[config.mk]
export PLATFORM = sky130hd
export DESIGN_NAME = seven_segment_serial_shifter
export DESIGN_NICKNAME = d
export VERILOG_FILES = /design/src/rtl/seven_segment_pkg.sv /design/src/rtl/seven_segment_phase_timer.sv /design/src/rtl/seven_segment_serial_shifter.sv
export SDC_FILE = /design/constraint.sdc
export NUM_CORES = 1
export LEC_CHECK = 0
export ABC_AREA = 1
export CAP_MARGIN = 20
export CORE_ASPECT_RATIO = 1.75
export CORE_MARGIN = 2
export CORE_UTILIZATION = 60
export DETAILED_ROUTE_END_ITERATION = 12
export DONT_BUFFER_PORTS = 1
export HOLD_SLACK_MARGIN = 0.1
export PLACE_DENSITY = 0.76
export SYNTH_ARGS = -nofsm -noshare
export SYNTH_HDL_FRONTEND = slang
export SYNTH_SLANG_ARGS = --single-unit
[constraint.sdc]
create_clock -name clock -period 1.85 [get_ports clock]
set_input_delay 0.185 -clock clock [delete_from_list [all_inputs] [get_ports clock]]
set_output_delay 0.185 -clock clock [all_outputs]
set_load 0.1 [all_outputs]
[src/rtl/seven_segment_pkg.sv]
// Shared definitions for the seven-segment serial shifter: FSM encodings, register
// addresses and chain length derivation.
package seven_segment_pkg;

    localparam logic [2:0] ST_IDLE  = 3'd0;
    localparam logic [2:0] ST_LOAD  = 3'd1;
    localparam logic [2:0] ST_SLOW  = 3'd2;
    localparam logic [2:0] ST_SHIGH = 3'd3;
    localparam logic [2:0] ST_LATCH = 3'd4;

    localparam logic [7:0] ADDR_DATA = 8'h00;
    localparam logic [7:0] ADDR_CTRL = 8'h01;

    function automatic int unsigned nbits(input int unsigned digits);
        return digits * 8;
    endfunction

    localparam int unsigned DEFAULT_DIGITS = 4;
    localparam int unsigned NBITS          = nbits(DEFAULT_DIGITS);

endpackage

[src/rtl/seven_segment_phase_timer.sv]
// Phase divider: counts 0..CLK_DIV-1 while enabled and pulses tick on the wrap cycle.
module seven_segment_phase_timer #(
    parameter int unsigned CLK_DIV = 4
) (
    input  logic clock,
    input  logic resetn,
    input  logic clear,
    input  logic enable,
    output logic tick
);

    localparam int unsigned CW = (CLK_DIV > 1) ? $clog2(CLK_DIV) : 1;
    localparam logic [CW-1:0] LAST = CW'(CLK_DIV - 1);

    logic [CW-1:0] cnt_q;

    assign tick = enable && !clear && (cnt_q == LAST);

    always_ff @(posedge clock or negedge resetn) begin
        if (!resetn) begin
            cnt_q <= '0;
        end else if (clear) begin
            cnt_q <= '0;
        end else if (enable) begin
            if (cnt_q == LAST) begin
                cnt_q <= '0;
            end else begin
                cnt_q <= cnt_q + 1'b1;
            end
        end
    end

endmodule

[src/rtl/seven_segment_serial_shifter.sv]
// Avalon-MM slave that merges writes into a shadow word and shifts it MSB-first into a
// 74HC595-style chain, finishing with a latch strobe; the master is stalled meanwhile.
module seven_segment_serial_shifter
    import seven_segment_pkg::*;
#(
    parameter int unsigned CLK_DIV    = 4,
    parameter int unsigned NUM_DIGITS = 4
) (
    input  logic        clock,
    input  logic        resetn,
    input  logic        avs_s0_chipselect,
    input  logic        avs_s0_write,
    input  logic [3:0]  avs_s0_byteenable,
    input  logic [31:0] avs_s0_writedata,
    input  logic [7:0]  avs_s0_address,
    output logic        avs_s0_waitrequest,
    output logic        sr_data,
    output logic        sr_clk,
    output logic        sr_latch,
    output logic        sr_oe_n,
    output logic        busy
);

    localparam int unsigned NB  = nbits(NUM_DIGITS);
    localparam int unsigned BCW = $clog2(NB);

    logic [2:0]     state_q, state_d;
    logic [31:0]    shadow_q;
    logic [31:0]    shift_q;
    logic [BCW-1:0] bitcnt_q;
    logic           sr_data_q, sr_clk_q, sr_latch_q, sr_oe_n_q;
    logic           accept, data_wr, ctrl_wr;
    logic           timer_clear, tick;

    assign accept  = avs_s0_chipselect && avs_s0_write && (state_q == ST_IDLE);
    assign data_wr = accept && (avs_s0_address == ADDR_DATA);
    assign ctrl_wr = accept && (avs_s0_address == ADDR_CTRL);

    // Clearing in IDLE and LOAD makes every following phase exactly CLK_DIV cycles.
    assign timer_clear = (state_q == ST_IDLE) || (state_q == ST_LOAD);

    seven_segment_phase_timer #(
        .CLK_DIV (CLK_DIV)
    ) u_phase_timer (
        .clock  (clock),
        .resetn (resetn),
        .clear  (timer_clear),
        .enable (!timer_clear),
        .tick   (tick)
    );

    always_comb begin
        state_d = state_q;
        case (state_q)
            ST_IDLE:  if (data_wr) state_d = ST_LOAD;
            ST_LOAD:  state_d = ST_SLOW;
            ST_SLOW:  if (tick) state_d = ST_SHIGH;
            ST_SHIGH: if (tick) state_d = (bitcnt_q == '0) ? ST_LATCH : ST_SLOW;
            ST_LATCH: if (tick) state_d = ST_IDLE;
            default:  state_d = ST_IDLE;
        endcase
    end

    always_ff @(posedge clock or negedge resetn) begin
        if (!resetn) begin
            state_q    <= ST_IDLE;
            shadow_q   <= '0;
            sr_oe_n_q  <= 1'b1;
            sr_clk_q   <= 1'b0;
            sr_latch_q <= 1'b0;
        end else begin
            state_q    <= state_d;
            // Strobes follow the next state so they are registered and aligned with it.
            sr_clk_q   <= (state_d == ST_SHIGH);
            sr_latch_q <= (state_d == ST_LATCH);
            if (data_wr) begin
                for (int n = 0; n < 4; n++) begin
                    if (avs_s0_byteenable[n]) shadow_q[8*n +: 8] <= avs_s0_writedata[8*n +: 8];
                end
            end
            if (ctrl_wr && avs_s0_byteenable[0]) begin
                sr_oe_n_q <= avs_s0_writedata[0];
            end
        end
    end

    always_ff @(posedge clock or negedge resetn) begin
        if (!resetn) begin
            shift_q   <= '0;
            bitcnt_q  <= '0;
            sr_data_q <= 1'b0;
        end else if (state_q == ST_LOAD) begin
            shift_q   <= shadow_q;
            bitcnt_q  <= BCW'(NB - 1);
            sr_data_q <= shadow_q[31];
        end else if ((state_q == ST_SHIGH) && tick && (bitcnt_q != '0)) begin
            shift_q   <= {shift_q[30:0], 1'b0};
            bitcnt_q  <= bitcnt_q - 1'b1;
            sr_data_q <= shift_q[30];
        end
    end

    assign avs_s0_waitrequest = (state_q != ST_IDLE);
    assign busy               = (state_q != ST_IDLE);
    assign sr_data            = sr_data_q;
    assign sr_clk             = sr_clk_q;
    assign sr_latch           = sr_latch_q;
    assign sr_oe_n            = sr_oe_n_q;

endmodule

==> Yosys cells after proc, flatten, opt, wreduce, memory -nomap -nowiden <==
Cells that the tools add are included.
{ "classes": {"addsub": 2, "n_eq_ne": 8, "muxes": 14, "reduce_logical": 20} }
{ "op_table": {"columns": ["op", "n"], "rows": [
  ["2-to-1 mux 31 bit", 2],
  ["2-to-1 mux 3 bit", 5],
  ["case mux 3 bit (5 select lines)", 1],
  ["2-to-1 mux 5 bit", 2],
  ["equality test 3 x 2 -> 1 bit (second input constant)", 3],
  ["equality test 8 x 1 -> 1 bit (second input constant)", 1],
  ["logical AND 1 bit", 8],
  ["logical NOT 8 bit", 1],
  ["AND reduction 2 bit", 4],
  ["equality test 3 bit (second input constant)", 2],
  ["logical NOT 5 bit", 1],
  ["nonzero test 5 bit", 1],
  ["subtractor 5 x 1 -> 5 bit (second input constant)", 1],
  ["2-to-1 mux 2 bit", 2],
  ["equality test 3 x 1 -> 1 bit (second input constant)", 1],
  ["logical NOT 3 bit", 1],
  ["nonzero test 3 bit", 1],
  ["adder 2 x 1 -> 2 bit (second input constant)", 1],
  ["equality test 2 bit (second input constant)", 1],
  ["2-to-1 mux 1 bit", 2],
  ["nonzero test 2 bit", 1],
  ["logical NOT 1 bit", 1],
  ["logical OR 1 bit", 1]
]} }
{ "totals": {"ff_bits": 77, "in_bits": 48, "elab_cells": 56} }

==> Longest topological paths before layout <==
Gate-level depths: netlist of run 1.
{ "logic_depth": {"word_depth": 8, "ltp_mapped": 9, "ltp_nobuf": 7} }

==> Cells and area by module <==
Synthesis of run 1 repeated with hierarchy kept, for this count alone.
{ "hier_totals": {"hier_cells": 487, "hier_area_um2": 3851.2} }
{ "by_module_without_submodules": {"columns": ["mod", "instances", "cells_per_inst", "area_per_inst_um2", "seq_area_each_um2"], "rows": [
  ["seven_segment_serial_shifter", 1, 473, 3741.1, 1878.1],
  ["seven_segment_phase_timer", 1, 14, 110.1, 50.0]
]} }

==> Worst setup path before layout of run 1 <==
No wires, ideal clock.
{ "synth_timing": {"path_type": "reg2reg", "start": "reg state_q[1]", "end": "reg shadow_q[0]", "setup_ps": 117, "arrival_time_ps": 1608, "slack_ps": 124, "stages_incl_launch_ff": 8, "n_path_buf": 1, "cell_sequence": "dfrtp_1 -> nor2_2 -> nand2_2 -> nor2_4 -> buf_6 -> nand3_2 -> nand2_1 -> nand2_1"} }
{ "synth_between": {"elab_chain_len": 4} }
{ "synth_rtl": {"columns": ["element", "line_no", "rtl"], "rows": [
  ["from (decl)", "seven_segment_serial_shifter.sv:27", "logic [2:0] state_q, state_d;"],
  ["from (signal assigned)", "seven_segment_serial_shifter.sv:72", "state_q <= state_d;"],
  ["logical NOT 3 bit", "seven_segment_serial_shifter.sv:35", "assign accept = avs_s0_chipselect && avs_s0_write && (state_q == ST_IDLE);"],
  ["logical AND 1 bit", "seven_segment_serial_shifter.sv:35", null],
  ["logical AND 1 bit", "seven_segment_serial_shifter.sv:36", "assign data_wr = accept && (avs_s0_address == ADDR_DATA);"],
  ["AND reduction 2 bit (no line)", null, null],
  ["to (signal, indexed assignment)", "seven_segment_serial_shifter.sv:78", "if (avs_s0_byteenable[n]) shadow_q[8*n +: 8] <= avs_s0_writedata[8*n +: 8];"],
  ["to (decl)", "seven_segment_serial_shifter.sv:28", "logic [31:0] shadow_q;"]
]} }
Every way passes these cells.
A chain may end at the register's enable or synchronous reset.

==> Final worst setup path of run 1 <==
{ "layout_timing": {"start": "reg state_q[0]", "end": "reg shadow_q[26]"} }
Same word-level chain as after synthesis.

==> run summary, run 1 <==
final hold slack -> -0.4872 ns
status -> finished with violations
Final #Nets -> 561
via-per-instance ratio -> 5.444
Cell Rows -> 38
CTS max path bufs -> 2
register area share after synthesis -> 51.85%
top cell type's share of synthesized area -> 51.14%
syn avg cell area -> 7.862 µm²
Yosys top cell by area -> dfrtp_1
initial DRC count -> 198
die area -> 6868 µm²
Die Y -> 108.1 µm
CTS H-tree depth -> 3
worst r2r src -> state_q[0]
I/O Pins -> 54
Slew @ Worst Pin -> 0.5641 ns
share of post-route cells with drive strength above 1 -> 8.967%
Yosys reg bits -> 77
slew margin rel. -> 62.39%
pwr/cell area -> 728.1 nW/µm²
Crit. End Element -> register
Critical Path Sink -> shadow_q[26]
number of iterations in the first detailed-routing pass -> 4
maximum capacitance violations -> 0
DRC viols -> 0
min Tclk post-route -> 1.624 ns
GP Congestion -> 0.8149
Arrival @ worst endpoint -> 1.87 ns
core area -> 6086 µm²
largest net degree at the start of global routing -> 78
Post-Layout Cell Count -> 593
Worst-path clk slew -> 0.08 ns
EDFF count, synth -> 0
WL final -> 8330 µm
placed cell count -> 540
Synth Flop Type -> dfrtp_1
Peak VDD IR -> 0.0005421 V
FFs w/ async S/R, synth -> 100.0%
CTS tree -> yes
Synth cell types -> 25
syn nets -> 524
Cells after Synth -> 473
sinks on the clock net -> 77
achievable clock frequency -> 615.6 MHz
CTS Buf Count -> 9
total negative slack -> 0 ns
Die X -> 63.51 µm
Root Driver -> clkbuf_8
Initial Util -> 61.10%
total leakage power -> 2.389 nW
DR WL/cell -> 14.05 µm
Buffers on Ports -> 0
HP Class -> in -> async
vias in the first global route -> 3298
Critical Path RT -> 2.09 ns
Tcrit/Tclk final -> 87.80%
R2R Path End -> shadow_q[26]
Critical path origin -> state_q[0]
failing checks -> negative hold slack
Crit Path Max Fanout -> 16
Hold Buf Count CTS -> 39
unrepaired setup endpoints after global routing -> no
type of the worst setup path -> reg -> reg
synth warn -> 0
Place WS -> 0.1807 ns
GR Overflow Total -> 0
post-route ant nets -> 0
final setup margin -> 0.2256 ns
clock insertion delay at the later pin of the skew report -> 0.36 ns
Inserted Diodes -> 0
Fin. Hold Viols -> 77
Global Route Usage Sum -> 26.90%
final HPWL from detailed placement -> 4923 µm
via count -> 3228
Pins Over Slew Limit -> 0
first-pass GRT wire length -> 14300 µm
final-report setup violation count -> 0
skew final -> 0.01059 ns
P&R area growth vs syn -> 17.90%
top cells by area, synth -> dfrtp_1, nand2_1, nand3_1
initial antenna violation count -> 0
Syn Std Cell Area -> 3719 µm²
Worst Reg-to-Reg Cells -> 6
CP startpoint kind -> register
reg2reg setup slack -> 0.23 ns
Pwr Total -> 3.192 mW
## sequential cells by signal, indices dropped and copies added (netlist names)
register,cells
shadow_q,32
shift_q,31
bitcnt_q,5
state_q,3
u_phase_timer.cnt_q,2
sr_clk,1
sr_data,1
sr_latch,1
sr_oe_n,1
## through the flow
step | utilization, % | area (µm²)
final | 72.04 | 4384
after global placement | 62.19 | 3785
after floorplan | - | 3719
after detailed placement | 62.19 | 3785
after CTS | 71.88 | 4374
after global routing | 72.04 | 4384
## cells in the mapped netlist (4+ instances only)
| cell type | count |
|---|---|
| nand2_1 | 241 |
| dfrtp_1 | 76 |
| nand3_1 | 44 |
| nand4_1 | 33 |
| buf_2 | 14 |
| nor2_1 | 11 |
| inv_1 | 9 |
| buf_6 | 6 |
| o21ai_0 | 6 |
| clkbuf_1 | 5 |
| nand2_2 | 5 |
| nor2_2 | 4 |
## worst min-delay path by stage
| stage | to | cells past startpoint | from |
|---|---|---|---|
| 6_report | bitcnt_q[0] | 0 | resetn |
| 5_1_grt | bitcnt_q[0] | 0 | resetn |
| 4_1_cts | shift_q[1] | 0 | resetn |
| 3_5_place_dp | u_phase_timer.cnt_q[1] | 0 | resetn |
| 3_3_place_gp | u_phase_timer.cnt_q[0] | 0 | resetn |
| 2_1_floorplan | bitcnt_q[0] | 0 | resetn |
## kinds of logic (layout without fill, tap and decap cells)
group                    after synthesis  after routing  share of synthesized area (%)
flip-flops                            77             77                          51.85
buffers and inverters                 39             79                          5.821
AO/OA/AOI/OAI                         10             10                          1.548
AND/OR/NAND/NOR                      344            344                          39.77
adder cells (fa/ha/maj)                3              3                          1.010
## what timing repair did
action                     CTS  global route
resized for setup            0             2
setup buffers                0             0
hold endpoints to repair   110            77
setup endpoints to repair    0             6
## power breakdown
part | switching, mW | internal (mW) | leakage [nW]
combinational | 0.101 | 0.0902 | 1.22
clock | 0.566 | 0.720 | 0.102
sequential | 0.0143 | 1.70 | 1.07
total | 0.681 | 2.51 | 2.39
## routing by layer
metal	wire, µm	vias to the layer above	share of wire, %	global-route usage (%)
met5	0	-	0	0
met4	223	0	2.7	11.96
met3	344	18	4.1	6.139
met2	4535	79	54	49.85
met1	3227	1540	39	28.65
li1	-	1591	-	-
## cells in the final DEF, fill, tap and decap left out, drive strengths merged
cell / count
a21o: 1
a21oi: 1
buf: 16
bufinv: 1
clkbuf: 13
dfrtp: 76
dfstp: 1
dlygate4sd3: 39
ha: 3
inv: 10
nand2: 246
nand3: 46
nand3b: 1
nand4: 33
nor2: 16
nor3: 1
o21ai: 6
o31ai: 2
or2: 1
## layout make-up
type	count	area [µm²]
sequential	77	1928
fill	507	1702
multi-input combinational	357	1584
timing repair buffer	55	535.5
clock buffer	13	168.9
tap	80	100.1
inverter	10	37.54
clock inverter	1	30.03
## critical path, cell delays in order (launching register included)
cell     delay (ns)
dfrtp_1        0.43
nor2_2         0.16
nand2_2        0.10
nor2_4         0.38
nand3_2        0.25
nand2_1        0.13
nand2_1        0.06
(Power assumes the default switching activity.)
==> inputs of run 2 (changes only) <==
--- a/config.mk
+++ b/config.mk
@@ -8,8 +8,9 @@
 export ABC_AREA = 1
 export CAP_MARGIN = 20
 export CORE_ASPECT_RATIO = 1.75
-export CORE_MARGIN = 2
+export CORE_MARGIN = 1
 export CORE_UTILIZATION = 60
+export CTS_BUF_LIST = sky130_fd_sc_hd__clkbuf_8
 export DETAILED_ROUTE_END_ITERATION = 12
 export DONT_BUFFER_PORTS = 1
 export HOLD_SLACK_MARGIN = 0.1
==> run 2 against run 1 <==
The run still ends with negative hold slack left. Utilization rose by 1.9 points. Die area decreased by 4.9%. Fmax is 4.4% lower. Sequential power is essentially flat. Global-route usage is 1.5 points higher. Critical path depth grew 2. Highest routed layer unchanged. Sequential share of layout area about the same. Register-to-register slack got worse by 0.07 ns. Via count is 0.25% higher.
==> run summary, run 2 (synthesized netlist as in run 1, its figures left out) <==
clock insertion delay at the later pin of the skew report -> 0.36 ns (about the same)
met1 GRT Util -> 34.72% (+6.1 points)
busiest grt layer -> met2
GP Congestion -> 0.7522 (-7.7%)
final HPWL from detailed placement -> 4764 µm (-3.2%)
combinational group share of total power -> 6.3% (+0.3 points)
Buffers on Ports -> 0 (unchanged)
Int Power -> 2.413 mW (-3.9%)
HP Class -> in -> async
Biggest register -> shadow_q
slew margin rel. -> 62.73% (+0.34 points)
Die Y -> 106.1 µm (-1.8%)
reg2reg setup slack -> 0.16 ns (-0.07 ns)
CTS max path bufs -> 2 (unchanged)
Crit Path Max Fanout -> 37 (+21)
achievable clock frequency -> 588.2 MHz (-4.4%)
min Tclk post-route -> 1.700 ns (+0.07559 ns)
Critical Path Sink -> shadow_q[23]
Fin. Hold Viols -> 77 (unchanged)
Top Registers -> shadow_q (32), shift_q (31), bitcnt_q (5)
GR Util met3 -> 7.421% (+1.3 points)
final setup margin -> 0.1500 ns (-0.07559 ns)
placed cell count -> 537 (-0.56%)
Reg area -> 1928 µm² (unchanged)
Post-Layout Cell Count -> 595 (+0.34%)
total leakage power -> 2.399 nW (+0.41%)
initial antenna violation count -> 0 (unchanged)
Root Driver -> clkbuf_8
vias in the first global route -> 3185 (-3.4%)
die area -> 6529 µm² (-4.9%)
total negative slack -> 0 ns (unchanged)
largest net degree at the start of global routing -> 78 (unchanged)
GR Overflow Total -> 0 (unchanged)
Worst-path clk slew -> 0.07 ns (about the same)
Tcrit/Tclk final -> 91.89% (+4.1 points)
Cell Rows -> 37 (-2.6%)
area taken by multi-input logic gates -> 1579 µm² (-0.32%)
final hold slack -> -0.4845 ns (+0.002661 ns)
DR WL/cell -> 13.57 µm (-3.4%)
CP startpoint kind -> input pin
via-per-instance ratio -> 5.439 (about the same)
core area -> 5926 µm² (-2.6%)
Die X -> 61.51 µm (-3.1%)
Clock power frac -> 38.5% (-1.8 points)
max FFs per register -> 32 (unchanged)
fillers -> 468 (-7.7%)
number of iterations in the first detailed-routing pass -> 4 (unchanged)
post-route ant nets -> 0 (unchanged)
share of post-route cells with drive strength above 1 -> 9.478% (+0.51 points)
CTS H-tree depth -> 3 (unchanged)
CTS tree -> yes
commonest non-fill, non-tap cell in the layout -> nand2_1
skew final -> 0.01087 ns (+0.0002797 ns)
unrepaired setup endpoints after global routing -> no
failing checks -> negative hold slack
worst r2r src -> bitcnt_q[0]
Inserted Diodes -> 0 (unchanged)
R2R Path End -> shift_q[23]
first-pass GRT wire length -> 13770 µm (-3.7%)
Final #Nets -> 565 (+0.71%)
I/O Pins -> 54 (unchanged)
Global Route Usage Sum -> 28.40% (+1.5 points)
Peak VDD IR -> 0.0005963 V (+10%)
type of the worst setup path -> in -> reg
Worst Reg-to-Reg Cells -> 8 (+2)
Pins Over Slew Limit -> 0 (unchanged)
commonest cells after routing, fill and taps aside -> nand2_1, dfrtp_1, nand3_1
WL final -> 8075 µm (-3.1%)
Slew @ Worst Pin -> 0.5591 ns (-0.005030 ns)
Crit. End Element -> register
sequential share of power -> 55.2% (+1.5 points)
pwr/cell area -> 709.4 nW/µm² (-2.6%)
Hold Buf Count CTS -> 40 (+2.6%)
Place WS -> 0.1700 ns (-0.01071 ns)
status -> finished with violations
maximum capacitance violations -> 0 (unchanged)
Initial Util -> 62.75% (+1.7 points)
sinks on the clock net -> 77 (unchanged)
Critical path origin -> avs_s0_address[2]
NetSw -> 0.6958 mW (+2.1%)
DRC viols -> 0 (unchanged)
via count -> 3236 (+0.25%)
Critical Path RT -> 2.10 ns (about the same)
met2 global-route usage -> 46.62% (-3.2 points)
Arrival @ worst endpoint -> 1.95 ns (+0.08 ns)
CTS Buf Count -> 9 (unchanged)
Net Sw Frac -> 22.38% (+1.0 points)
final-report setup violation count -> 0 (unchanged)
Pwr Total -> 3.109 mW (-2.6%)
P&R area growth vs syn -> 17.83% (about the same)
initial DRC count -> 188 (-5.1%)
## run 2: cell count changes in the layout (fill, tap and decap cells not counted)
cell	change
nand3_2	-1
nand3_1	+1
buf_4	+4
clkinv_2	+1
clkbuf_1	-1
dlygate4sd3_1	+1
clkbuf_8	+1
buf_12	-1
bufinv_16	-1
## run 2: layout make-up
type | count | area share [%]
clock buffers | 13 | 4.083
clock inverters | 1 | 0.1142
inverters | 10 | 0.8567
multi-input cells | 357 | 36.04
flip-flops and latches | 77 | 44.00
well taps | 78 | 2.227
repair buffers | 59 | 12.68
## run 2: timing repair
item                       4_1_cts  5_1_grt
hold endpoints to repair       110       77
setup endpoints to repair        0        1
setup buffers                    0        4
resized for setup                0        1
## run 2: critical path: stages
cell and delay, ns:
dlygate4sd3_1 0.54, nor2_1 0.14, nand2_1 0.08, nor2_2 0.08, buf_4 0.37, nand3_1 0.33, nand2_1 0.15, nand2_1 0.06
## run 2: through the flow
step / utilization [%] / area [µm²] / hold slack [ns]
after floorplan: - / 3719 / -0.1106
after global placement: 63.49 / 3762 / -0.1086
after detailed placement: 63.49 / 3762 / -0.1091
after global routing: 73.94 / 4382 / -0.5032
final: 73.94 / 4382 / -0.4845
after CTS: 73.35 / 4347 / -0.5013
## run 2: worst min path at each step
stage	to	slack, ns
3_3_place_gp	shift_q[4]	-0.11
5_1_grt	shift_q[15]	-0.50
3_5_place_dp	sr_clk	-0.11
6_report	u_phase_timer.cnt_q[1]	-0.48
4_1_cts	shadow_q[10]	-0.50
2_1_floorplan	bitcnt_q[0]	-0.11
## run 2: power by group through the flow
stage / Combinational [mW] / Sequential (mW) / Clock (mW)
floorplan: 0.102 / 1.75 / 0
global placement: 0.102 / 1.75 / 0
detailed placement: 0.105 / 1.75 / 0
CTS: 0.185 / 1.71 / 1.22
global route: 0.212 / 1.72 / 1.28
finish: 0.195 / 1.72 / 1.20
## run 2: layer usage
metal	part of all wire [%]	up-vias
li1	-	1605
met2	51	85
met3	4.6	14
met1	42	1532
met5	0	-
met4	2.1	0
